### config.mk
export PLATFORM = sky130hd
export DESIGN_NAME = jackpot_n
export DESIGN_NICKNAME = d
export VERILOG_FILES = /design/src/rtl/jackpot_pkg.sv /design/src/rtl/tick_gen.sv /design/src/rtl/jackpot_n.sv
export SDC_FILE = /design/constraint.sdc
export NUM_CORES = 1
export LEC_CHECK = 0
export CAP_MARGIN = 20
export CORE_MARGIN = 2
export CORE_UTILIZATION = 56
export DETAILED_ROUTE_END_ITERATION = 8
export PLACE_DENSITY = 0.91
export SYNTH_ARGS = -nofsm -noshare
export SYNTH_HDL_FRONTEND = slang
export SYNTH_SLANG_ARGS = --single-unit
### constraint.sdc
create_clock -name clk -period 2.25 [get_ports clk]
set_input_delay 0.3375 -clock clk [delete_from_list [all_inputs] [get_ports clk]]
set_output_delay 0.3375 -clock clk [all_outputs]
set_load 0.05 [all_outputs]
### src/rtl/jackpot_pkg.sv
// rtl/jackpot_pkg.sv - shared state encoding, mode encodings and counter helpers for jackpot_n
package jackpot_pkg;

  typedef enum logic {
    RUN = 1'b0,
    WIN = 1'b1
  } state_t;

  localparam int MODE_ROTATE = 0;
  localparam int MODE_BOUNCE = 1;
  localparam int CNT_W       = 8;

  function automatic logic [CNT_W-1:0] sat_inc(input logic [CNT_W-1:0] v);
    return (v == '1) ? v : v + CNT_W'(1);
  endfunction

endpackage

### src/rtl/tick_gen.sv
// rtl/tick_gen.sv - free-running divider: one-cycle tick every DIV clocks, held at 0 while hold is high
module tick_gen #(
  parameter int DIV = 31250000
) (
  input  logic clk,
  input  logic reset,
  input  logic hold,
  output logic tick
);

  localparam int W = (DIV > 1) ? $clog2(DIV) : 1;

  logic [W-1:0] cnt_q, cnt_d;

  assign tick = (cnt_q == W'(DIV - 1));

  always_comb begin
    cnt_d = cnt_q + W'(1);
    if (hold || tick) cnt_d = '0;
  end

  always_ff @(posedge clk) begin
    if (reset) cnt_q <= '0;
    else       cnt_q <= cnt_d;
  end

endmodule

### src/rtl/jackpot_n.sv
// rtl/jackpot_n.sv - reaction game: moving lit LED, press the matching switch to win
// Optional switch filtering enabled by defining JACKPOT_DEBOUNCE_EN.
module jackpot_n
  import jackpot_pkg::*;
#(
  parameter int N_LEDS          = 4,
  parameter int TICK_DIV        = 31250000,
  parameter int MODE            = 0,
  parameter int DEBOUNCE_CYCLES = 1250000
) (
  input  logic              clk,
  input  logic              reset,
  input  logic [N_LEDS-1:0] sw,
  output logic [N_LEDS-1:0] led,
  output logic              win,
  output logic [CNT_W-1:0]  win_count,
  output logic [CNT_W-1:0]  miss_count
);

  if (N_LEDS < 2 || N_LEDS > 16 || TICK_DIV < 2 || DEBOUNCE_CYCLES < 1 ||
      (MODE != MODE_ROTATE && MODE != MODE_BOUNCE)) begin : g_bad_cfg
    $error("jackpot_n: illegal parameter value");
  end

  logic [N_LEDS-1:0] sync1_q, sync2_q, prev_q, level, rise;
  state_t            state_q, state_d;
  logic [N_LEDS-1:0] led_q, led_d;
  logic              dir_up_q, dir_up_d;
  logic [CNT_W-1:0]  win_cnt_q, win_cnt_d, miss_cnt_q, miss_cnt_d;
  logic              tick, win_hit, win_exit, hold;

  always_ff @(posedge clk) begin
    if (reset) begin
      sync1_q <= '0;
      sync2_q <= '0;
      prev_q  <= '0;
    end else begin
      sync1_q <= sw;
      sync2_q <= sync1_q;
      prev_q  <= level;
    end
  end

`ifdef JACKPOT_DEBOUNCE_EN
  localparam int DB_W = $clog2(DEBOUNCE_CYCLES + 1);

  logic [DB_W-1:0]   db_cnt_q [N_LEDS];
  logic [DB_W-1:0]   db_cnt_d [N_LEDS];
  logic [N_LEDS-1:0] filt_q, filt_d;

  // A bit's filtered level follows only after DEBOUNCE_CYCLES consecutive differing samples.
  always_comb begin
    filt_d = filt_q;
    for (int i = 0; i < N_LEDS; i++) begin
      db_cnt_d[i] = '0;
      if (sync2_q[i] != filt_q[i]) begin
        if (db_cnt_q[i] == DB_W'(DEBOUNCE_CYCLES - 1)) filt_d[i] = sync2_q[i];
        else                                            db_cnt_d[i] = db_cnt_q[i] + DB_W'(1);
      end
    end
  end

  always_ff @(posedge clk) begin
    if (reset) begin
      filt_q <= '0;
      for (int i = 0; i < N_LEDS; i++) db_cnt_q[i] <= '0;
    end else begin
      filt_q <= filt_d;
      for (int i = 0; i < N_LEDS; i++) db_cnt_q[i] <= db_cnt_d[i];
    end
  end

  assign level = filt_q;
`else
  assign level = sync2_q;
`endif

  assign rise     = level & ~prev_q;
  assign win_hit  = (state_q == RUN) && (|(rise & led_q));
  assign win_exit = (state_q == WIN) && (level == '0);
  // Divider is cleared on the entry edge itself so it sits at 0 for the whole WIN stay.
  assign hold     = win_hit || ((state_q == WIN) && !win_exit);

  tick_gen #(.DIV(TICK_DIV)) u_tick (
    .clk  (clk),
    .reset(reset),
    .hold (hold),
    .tick (tick)
  );

  always_comb begin
    state_d    = state_q;
    led_d      = led_q;
    dir_up_d   = dir_up_q;
    win_cnt_d  = win_cnt_q;
    miss_cnt_d = miss_cnt_q;
    case (state_q)
      RUN: begin
        if (win_hit) begin
          state_d   = WIN;
          led_d     = '1;
          win_cnt_d = sat_inc(win_cnt_q);
        end else begin
          if (|rise) miss_cnt_d = sat_inc(miss_cnt_q);
          if (tick) begin
            if (MODE == MODE_ROTATE) begin
              led_d = {led_q[N_LEDS-2:0], led_q[N_LEDS-1]};
            end else if (dir_up_q) begin
              led_d = led_q << 1;
              if (led_d[N_LEDS-1]) dir_up_d = 1'b0;
            end else begin
              led_d = led_q >> 1;
              if (led_d[0]) dir_up_d = 1'b1;
            end
          end
        end
      end
      WIN: begin
        led_d = '1;
        if (win_exit) begin
          state_d  = RUN;
          led_d    = N_LEDS'(1);
          dir_up_d = 1'b1;
        end
      end
      default: begin
        state_d  = RUN;
        led_d    = N_LEDS'(1);
        dir_up_d = 1'b1;
      end
    endcase
  end

  always_ff @(posedge clk) begin
    if (reset) begin
      state_q    <= RUN;
      led_q      <= N_LEDS'(1);
      dir_up_q   <= 1'b1;
      win_cnt_q  <= '0;
      miss_cnt_q <= '0;
    end else begin
      state_q    <= state_d;
      led_q      <= led_d;
      dir_up_q   <= dir_up_d;
      win_cnt_q  <= win_cnt_d;
      miss_cnt_q <= miss_cnt_d;
    end
  end

  assign led        = led_q;
  assign win        = (state_q == WIN);
  assign win_count  = win_cnt_q;
  assign miss_count = miss_cnt_q;

endmodule

==> flow_summary.yaml <==
pwr:
  pwr_density_cell_nw_per_um2: 812
  switching_share_pct: 23.6
  power.share.sequential_pct: 43.7
  p_clk_share_pct: 46.2
  vdd_ir_drop_max_mv: 0.557
  internal_power_uw: 1930
  power_frac_comb_pct: 10.1
  switching_component_of_the_power_uw: 595
  leakagePower_uw: 0.00113
worst_hold_path:
  hold-path-cell-count: 1
  hold_start: "sync1_q[3]"
  hold-path-endpoint: "level[3]"
  min-delay-path-class: "reg2reg"
logic_synthesis:
  synth-edff-count: 0
  postSynthAreaPerCell_um2: 9.10
  synthDistinctLibCells: 42
  postSynthCellCount: 284
  yosys_most_used_dff: "dfxtp_1"
  yosys_warnings: 0
  post-synth-top-area-fraction_pct: 44.9
  ys_async_sr_fraction_pct: 0
  synth_area_leader_cell: "dfxtp_1"
  synth.area.top_cells: "dfxtp_1 (45%), xor2_1 (7.1%), nor2_1 (5.4%), nand3_1 (4.5%), nor2b_1 (3.9%)"
  mappedNetlistArea_um2: 2580
  seq_area_frac_synth_pct: 44.9
  mappedNetlistNets: 293
  ys_seq_elements: 58
clocking:
  cts_tree: "yes"
  path_clk_slew_ns: 0.06
  clock-root-buffer: "clkbuf_8"
  cts_hold_buffers: 0
  max-clock-path-buffers: 2
  cts_made_buffers: 9
  clk_latency_ns: 0.34
  ctsHtreeMaxLevel: 3
  numClockSinks: 58
flow_run:
  maxCapViolations: 0
final_layout:
  area_growth_pct: 20.1
  nFillCells: 325
  number_of_antenna_cells_inserted: 0
  drive_gt1_share_pct: 9.18
  area.sequential_um2: 1160
  fin_nets: 320
  finish.utilization_pct: 70.4
  multiInputGateArea_um2: 1320
route:
  wl_um: 5050
  ant_nets: 0
  vias: 2134
  post_drt_via_cell_ratio: 5.80
  detail_route.wl_per_cell_um: 13.7
  drt_first_iter_violations: 123
  first_pass_iters: 5
  remaining_drc_errors: 0
timing:
  final.setup.worst_slack_ns: 0.185
  hold_viol_final: 0
  worstMarginPinSlew_ns: 0.536
  report.final.slew_viol_count: 0
  min_period_over_period_pct: 91.8
  worst_case_clock_skew_ns: 0.00969
  grt_setup_unrepaired: "no"
  timing.setup.tns_ns: 0
  finalSetupViolations: 0
  final_period_minus_worst_setup_slack_ns: 2.06
  timing.fmax_mhz: 484
  slew_headroom_pct: 64.1
  final.hold.worst_slack_ns: 0.440
global_route:
  gr_overflow_total: 0
  grtUsageTotal_pct: 21.4
  grt_pass1_wl_um: 8590
  number_of_global_route_vias_before_repair: 1976
  grt_start_max_net_pins: 26
  antenna_found_initial: 0
setup_path:
  setup_crit_start_kind: "register"
  worst_setup_path_end_kind: "register"
  criticalPathCategory: "reg2reg"
  critical_path.slowest_cell: "or4_4"
  critical_path.cell_chain: "ha_1 -> and3_1 -> nand4_1 -> or4_4 -> nand3b_4 -> nor2_1"
  critical_path.top_delay_family: "simple AND/OR/NAND/NOR gates"
  timing.critical_path.fanout_max: 25
  cp_num_buf_inv: 0
  reg2reg_slack_ns: 0.19
  rr_startpoint: "u_tick.cnt_q[0]"
  slowest_delay_ns: 0.56
  arrival_ns: 2.27
  cp.required_ns: 2.46
  r2r_cells: 6
  destination_of_the_worst_register_to_register_timing_path: "u_tick.cnt_q[17]"
floorplan:
  die_w_um: 71.9
  design.die.area_um2: 5180
  core_area_um2: 4410
  floorplan.io_pins: 27
  rows: 24
  start_util_pct: 58.6
  floorplan.die.height_um: 71.9
placement:
  detailedPlacementHpwl_um: 3460
  post-place-ws_ns: 0.147
  placement.io_buffers: 26
  gp_congestion: 0.860
outcome:
  result_of_the_run: "completed"
==> cell usage after synthesis (all sizes together), types with 2 or more instances <==
| master | number |
|---|---|
| and3 | 7 |
| nand3 | 23 |
| buf | 7 |
| or4 | 4 |
| and4 | 7 |
| nor3 | 5 |
| o21ai | 5 |
| nor4 | 3 |
| mux2i | 2 |
| o31ai | 2 |
| dfxtp | 58 |
| nor3b | 2 |
| inv | 6 |
| nand3b | 8 |
| nor2 | 37 |
| a21oi | 7 |
| xnor2 | 8 |
| xor2 | 21 |
| and2b | 3 |
| o211ai | 3 |
| nand2 | 16 |
| or3 | 4 |
| nor2b | 16 |
| ha | 3 |
| nand4 | 11 |
| clkbuf | 7 |
==> metrics by stage <==
step / cells / power, uW / area (um2)
after floorplan: 284 / 1310 / 2580
after global placement: 352 / 1370 / 2860
after detailed placement: 352 / 1380 / 2860
after CTS: 368 / 2530 / 3100
after global routing: 368 / 2600 / 3110
final: 368 / 2520 / 3110
==> cells in the final DEF (no fill, tap or decap), drive strengths merged, types with 2 or more instances in the layout <==
master	n
nand4	11
and4	7
ha	3
or4	4
nand3	23
buf	4
nor3b	2
mux2i	2
xor2	21
or3	4
nor4	3
nor2b	16
nand3b	8
clkdlybuf4s50	26
o21ai	5
a21oi	7
bufinv	3
o211ai	3
and3	7
o31ai	2
nor3	5
nand2	16
clkbuf	12
and2b	3
inv	6
dfxtp	58
nor2	37
xnor2	8
==> power groups by stage <==
stage / registers (uW) / clock network (uW) / logic [uW]
after floorplan: 1180 / 0 / 125
after global placement: 1120 / 0 / 247
after detailed placement: 1120 / 0 / 255
after CTS: 1100 / 1180 / 257
after global routing: 1110 / 1220 / 273
final: 1100 / 1160 / 255
==> timing repair <==
action	4_1_cts	5_1_grt
resized for setup	0	1
setup buffers	0	0
endpoints found under the setup margin	0	1
hold endpoints to repair	0	0
==> kinds of logic (layout without fill, tap and decap cells) <==
kind of cell,after synthesis,after routing,synth area share [%]
and+or+nand+nor,150,150,33.5
buffers and inverters,20,52,4.07
adders and majority gates,3,3,1.45
xor gates and xnor gates,29,29,9.83
DFF,58,58,44.9
muxes,3,3,1.21
AOI/OAI and AO/OA,21,21,4.99
==> final cells by class <==
type / instances / area share (%)
Clock buffer: 12 / 4.67
Clock inverter: 4 / 3.18
Inverter: 6 / 0.725
Multi-Input combinational cell: 206 / 42.6
Sequential cell: 58 / 37.4
Tap cell: 52 / 2.10
Timing Repair Buffer: 30 / 9.35
==> how the worst max path moves through the flow <==
| stage | start | to | slack (ns) | cells after the start |
|---|---|---|---|---|
| after global routing | miss_count[0] | miss_count[7] | 0.1 | 6 |
| final | u_tick.cnt_q[0] | u_tick.cnt_q[17] | 0.19 | 6 |
| after floorplan | miss_count[0] | miss_count[7] | 0.16 | 6 |
| after CTS | u_tick.cnt_q[0] | u_tick.cnt_q[17] | 0.07 | 6 |
| after global placement | u_tick.cnt_q[0] | u_tick.cnt_q[15] | 0.25 | 6 |
| after detailed placement | u_tick.cnt_q[0] | u_tick.cnt_q[5] | 0.15 | 6 |
==> flip-flops by register name (all words and copies together), names as in the netlist <==
| name | cells |
|---|---|
| win | 1 |
| level | 4 |
| led | 4 |
| sync1_q | 4 |
| miss_count | 8 |
| win_count | 8 |
| prev_q | 4 |
| u_tick.cnt_q | 25 |
==> routing by layer <==
layer / vias up / share of wire (%) / global-route usage (%)
met5: - / 0 / 0
met4: 0 / 2.1 / 11.1
met3: 10 / 4.5 / 7.64
met2: 57 / 49 / 34.7
met1: 1013 / 45 / 24.9
li1: 1054 / - / -
(Power assumes the default switching activity.)
==> patch 1: new RTL, same flow settings <==
The parameter `MODE` goes from 0 to 1.
--- a/src/rtl/jackpot_n.sv
+++ b/src/rtl/jackpot_n.sv
@@ -5,7 +5,7 @@
 #(
   parameter int N_LEDS          = 4,
   parameter int TICK_DIV        = 31250000,
-  parameter int MODE            = 0,
+  parameter int MODE            = 1,
   parameter int DEBOUNCE_CYCLES = 1250000
 ) (
   input  logic              clk,
Behaviour: same outputs for any inputs over 10 cycles, from zero or initial values and one cycle with reset high; that may be too few to reach the edited logic, so the function may still have changed.
==> patch 1 against the unedited design <==
Cell area is 1.7% higher. Worst hold slack worse by 0.0043 ns. Wire length rose by 13%. Total power shrank 1.9%. Non-clock buffer count up 3. Synthesized area increased by 0.15%. Worst setup slack worse by 0.023 ns. Critical path type unchanged. Sequential cell count grew 1. Maximum frequency is 1.1% lower. Combinational power up 6%.
==> patch 1: results (changes against the unedited design) <==
worst_setup_path:
  startpoint: "u_tick.cnt_q[8]"
  critPathSlowestCell: "nor4_4"
  reg2reg_to: "led[0]"
  r2r_cells: 5  # -1
  rrSetupSlack_ns: 0.16  # -0.02 ns
  crit_arrival_ns: 2.30  # +0.03 ns
  critPathTopFamily: "simple AND/OR/NAND/NOR gates"
  path_max_fanout: 9  # -64%
  cpPeakStageDelay_ns: 0.52  # -0.04 ns
synth:
  synthTopCellsByCount: "59 x dfxtp_1, 43 x nor2_1, 21 x xor2_1"
  synthTopCellsByArea: "dfxtp_1 46%, xor2_1 7.1%, nor2_1 6.2%, nand3_1 3.3%, nor2b_1 3.1%"
  synth_warnings: 0  # unchanged
  syn-num-nets: 295  # +0.68%
  syn_avg_cell_area_um2: 9.05  # -0.56%
  async_reset_ff_share_pct: 0  # unchanged
  synthFlopType: "dfxtp_1"
  synth_seq_area_share_pct: 45.6  # +0.71 points
  synth_cell_types: 39  # -7.1%
worst_hold_path:
  min_path_type: "reg -> reg"
  min_to: "level[2]"
  holdPathStages: 1  # unchanged
  worstHoldStart: "sync1_q[2]"
layout:
  regMostFlops: "u_tick.cnt_q"
  diodes: 0  # unchanged
  n_fill_cell: 335  # +3.1%
  largest_register_ffs: 25  # unchanged
  drive_above_1_share_pct: 10.5  # +1.3 points
  fin_cells: 375  # +1.9%
  fin_nets: 327  # +2.2%
clocking:
  path_clk_slew_ns: 0.07
  clkLatencyLatePin_ns: 0.34  # about the same
  cts_resized: 0  # unchanged
  htree_levels: 3  # unchanged
  cts_buffer_depth: 2  # unchanged
  root_buffer: "clkbuf_8"
  numCtsBuffers: 9  # unchanged
  postCtsSetupRepairBufs: 0  # unchanged
pwr:
  p_leak_nw: 1.15  # +1.1%
  peakVddDrop_mv: 0.505  # -9.3%
outcome:
  status: "finished clean"
sta:
  slew_headroom_pct: 54.7  # -9.4 points
  skew_ns: 0.00650  # -0.00320 ns
placed_design:
  place_congestion: 0.836  # -2.8%
  port_buffers: 26  # unchanged
  dp_slack_ns: 0.203  # +0.0560 ns
  dpl.hpwl_um: 3690  # +6.6%
  dpl-instance-area_um2: 2930  # +2.5%
  dp_cells: 359  # +2.0%
global_route:
  grt_use_total_pct: 24.5  # +3.1 points
  grt_pass1_vias: 2092  # +5.9%
  grt_start_max_net_pins: 29  # +12%
  grt_pass1_wl_um: 9740  # +13%
  antenna_found_initial: 0  # unchanged
route:
  wl_um: 5730  # +13%
  viasPerCell: 5.84  # +0.66%
  first_pass_iters: 4  # -1
  drtIter0Drc: 152  # +24%
## patch 1: cell types whose count changed after synthesis, moves of 3 or more
cell	delta
and3_1	-4
nand2b_1	+3
nand3_1	-6
nand3b_2	-4
nor2_1	+6
nor2b_1	-3
o2111ai_1	+3
o211ai_1	-3
## patch 1: through the flow
stage / hold WS (ns) / utilization, %
after floorplan: 0.414 / -
after global placement: 0.418 / 66.4
after detailed placement: 0.420 / 66.4
after CTS: 0.437 / 71.5
after global routing: 0.467 / 71.5
final: 0.436 / 71.5
## patch 1: cell families after synthesis
logic type / count (synthesis) / share of synthesized area [%]
AND/OR/NAND/NOR: 146 / 31.6
adder cells (fa/ha/maj): 3 / 1.45
buffers and inverters: 18 / 3.24
XOR/XNOR: 29 / 9.81
AO/OA/AOI/OAI: 26 / 6.28
multiplexers: 5 / 1.98
flip-flops: 59 / 45.6
## patch 1: worst max-delay path by stage
stage	endpoint	slack, ns	cells past startpoint
after CTS	led[0]	0.15	5
after detailed placement	led[0]	0.20	5
after global placement	led[0]	0.28	6
final	led[0]	0.16	5
after global routing	led[0]	0.02	6
after floorplan	win_count[3]	0.11	6
## patch 1: final cells by class
cell class                 instances  area [um^2]  area share, %
clock buffer                      10          138           4.36
clock inverter                     6         88.8           2.81
inverter                           6         22.5          0.713
multi-input combinational        209         1320           41.9
sequential                        59         1180           37.4
tap                               52         65.1           2.06
timing repair buffer              33          338           10.7
## patch 1: worst reg2reg max path, cell delays in order (launching register included)
cell and delay [ns]:
dfxtp_1 0.36, nor4b_2 0.29, nand4_1 0.19, nor4_4 0.53, nor2b_1 0.10, or4_1 0.49
## patch 1: metal layers
| layer | global-route usage, % | wire length [um] | part of all wire, % |
|---|---|---|---|
| met1 | 30.3 | 2410 | 42 |
| met2 | 39.7 | 2870 | 50 |
| met3 | 6.67 | 322 | 5.6 |
| met4 | 11.3 | 123 | 2.1 |
| met5 | 0 | 0 | 0 |
## patch 1: report_power, final
group	leakage [nW]	switching, W	total, W	internal [W]
logic	0.558	0.000168	0.000271	0.000104
registers	0.479	0.0000382	0.00112	0.00108
clock network	0.108	0.000432	0.00108	0.000653
total	1.15	0.000638	0.00247	0.00183
==> patch 2: new RTL, same settings <==
Made on the original files. Put one more register stage on the output `win_count`, with the module's reset. The value now appears one clock later. The other outputs are not delayed to match.
--- a/src/rtl/jackpot_n.sv
+++ b/src/rtl/jackpot_n.sv
@@ -149,7 +149,13 @@
 
   assign led        = led_q;
   assign win        = (state_q == WIN);
-  assign win_count  = win_cnt_q;
+  always_ff @(posedge clk) begin
+    if (reset) begin
+      win_count <= '0;
+    end else begin
+      win_count <= win_cnt_q;
+    end
+  end
   assign miss_count = miss_cnt_q;
 
 endmodule
Function: changed (Yosys sat finds a counterexample within 4 cycles, from zero or initial values and one cycle with reset high).
==> patch 2 against the unedited design <==
Combinational power fell by 12%. Largest power group is now sequential cells. Total power fell by 2.4%. Clock skew fell by 0.0024 ns. Non-clock buffer count rose by 1. Maximum frequency fell by 1.5%. Sequential power rose by 13%. Sequential cell count rose by 8. Worst setup slack got worse by 0.032 ns. Worst hold slack got worse by 0.0035 ns. Synthesized area rose by 4.9%. Utilization fell by 1.7 points. Cell area rose by 3.7%. Wire length rose by 3.8%.
==> patch 2: results (changes against the unedited design) <==
outcome:
  status: "finished clean"
synth:
  synth_seq_area_share_pct: 48.7  # +3.8 points
  syn_inst: 293  # +3.2%
  synthTopCellsByCount: "66 x dfxtp_1, 37 x nor2_1, 28 x nand3_1"
  synth_warnings: 0  # unchanged
  synthTopCellsByArea: "dfxtp_1 49%, nor2b_1 5.3%, nand3_1 5.2%, nor2_1 5.1%, xnor2_1 4.8%"
  synth_edf_count: 0  # unchanged
  ys_ff_latch: 66  # +14%
  synthFlopType: "dfxtp_1"
  syn-num-nets: 302  # +3.1%
  synth_cell_types: 35  # -17%
worst_setup_path:
  critPathTopFamily: "simple AND/OR/NAND/NOR gates"
  path_max_fanout: 14  # -44%
  crit_arrival_ns: 2.37  # +0.10 ns
  cpPeakStageDelay_ns: 0.50  # -0.06 ns
route:
  wl_met3_um: 281  # +24%
  top_layer: "met4"
  drtIter0Drc: 168  # +37%
  wl_met1_um: 2350  # +4.3%
  first_pass_iters: 4  # -1
  wl_um: 5240  # +3.8%
  viasPerCell: 5.61  # -3.3%
  wl_met2_um: 2440  # -0.45%
global_route:
  grt_use_met1_pct: 27.0  # +2.2 points
  use_met2_pct: 32.1  # -2.5 points
  grt_use_total_pct: 21.5  # +0.14 points
  grt_start_max_net_pins: 26  # unchanged
  grt_pass1_wl_um: 8800  # +2.4%
  gr-usage-met3_pct: 7.27  # -0.37 points
  grt_pass1_vias: 1917  # -3.0%
placed_design:
  dpl.hpwl_um: 3490  # +0.85%
  place_congestion: 0.811  # -5.7%
  dp_slack_ns: 0.220  # +0.0728 ns
  dpl-instance-area_um2: 3020  # +5.5%
  dp_cells: 368  # +4.5%
layout:
  multi_input_gates: 212  # +2.9%
  fin_nets: 334  # +4.4%
  nClkBuffers: 10  # -2
  final_util_pct: 68.6  # -1.7 points
  num-nonclk-buffers: 31  # +3.3%
  multi_input_area_share_pct: 40.7  # -1.9 points
  nonClkBufAreaFrac_pct: 9.25  # -0.097 points
  inverters: 5  # -1
  regMostFlops: "u_tick.cnt_q"
  clkCellAreaFrac_pct: 6.34  # -1.5 points
  fin_cells: 384  # +4.3%
  n_fill_cell: 354  # +8.9%
  seq_area_share_pct: 41.0  # +3.7 points
  drive_above_1_share_pct: 9.09  # -0.086 points
worst_hold_path:
  min_path_type: "reg -> reg"
sta:
  skew_ns: 0.00733  # -0.00237 ns
clocking:
  holdBufCountCts: 0  # unchanged
pwr:
  peakVddDrop_mv: 0.602  # +8.2%
  p_leak_nw: 1.14  # +1.0%
die:
  nWellTaps: 54  # +3.8%
## patch 2: changes by cell type after synthesis, moves of 3 or more
cell and change:
xnor2_1 +7, nand3_1 +5, o21ai_0 +5, xor2_1 -10, o211ai_1 -3, nor2b_1 +7
or3_1 +3, dfxtp_1 +8
## patch 2: power by group
group          internal, W  total [W]  switching (W)
sequential         0.00120    0.00124      0.0000358
clock             0.000541   0.000998       0.000457
combinational    0.0000824   0.000224       0.000142
## patch 2: cell families after synthesis
group                      share of synthesized area (%)
adders and majority gates                           1.38
and+or+nand+nor                                     32.1
AOI/OAI and AO/OA                                   5.21
xor gates and xnor gates                            8.39
muxes                                               1.15
buffers and inverters                               3.00
DFF                                                 48.7
## patch 2: final timing paths
path | from | end | slack [ns] | depth (start not counted)
setup / recovery | miss_count[0] | miss_count[3] | 0.15 | 6
hold / removal | sync1_q[2] | level[2] | 0.44 | 1
setup reg to reg | miss_count[0] | miss_count[3] | 0.15 | 6
hold reg to reg | sync1_q[2] | level[2] | 0.44 | 1
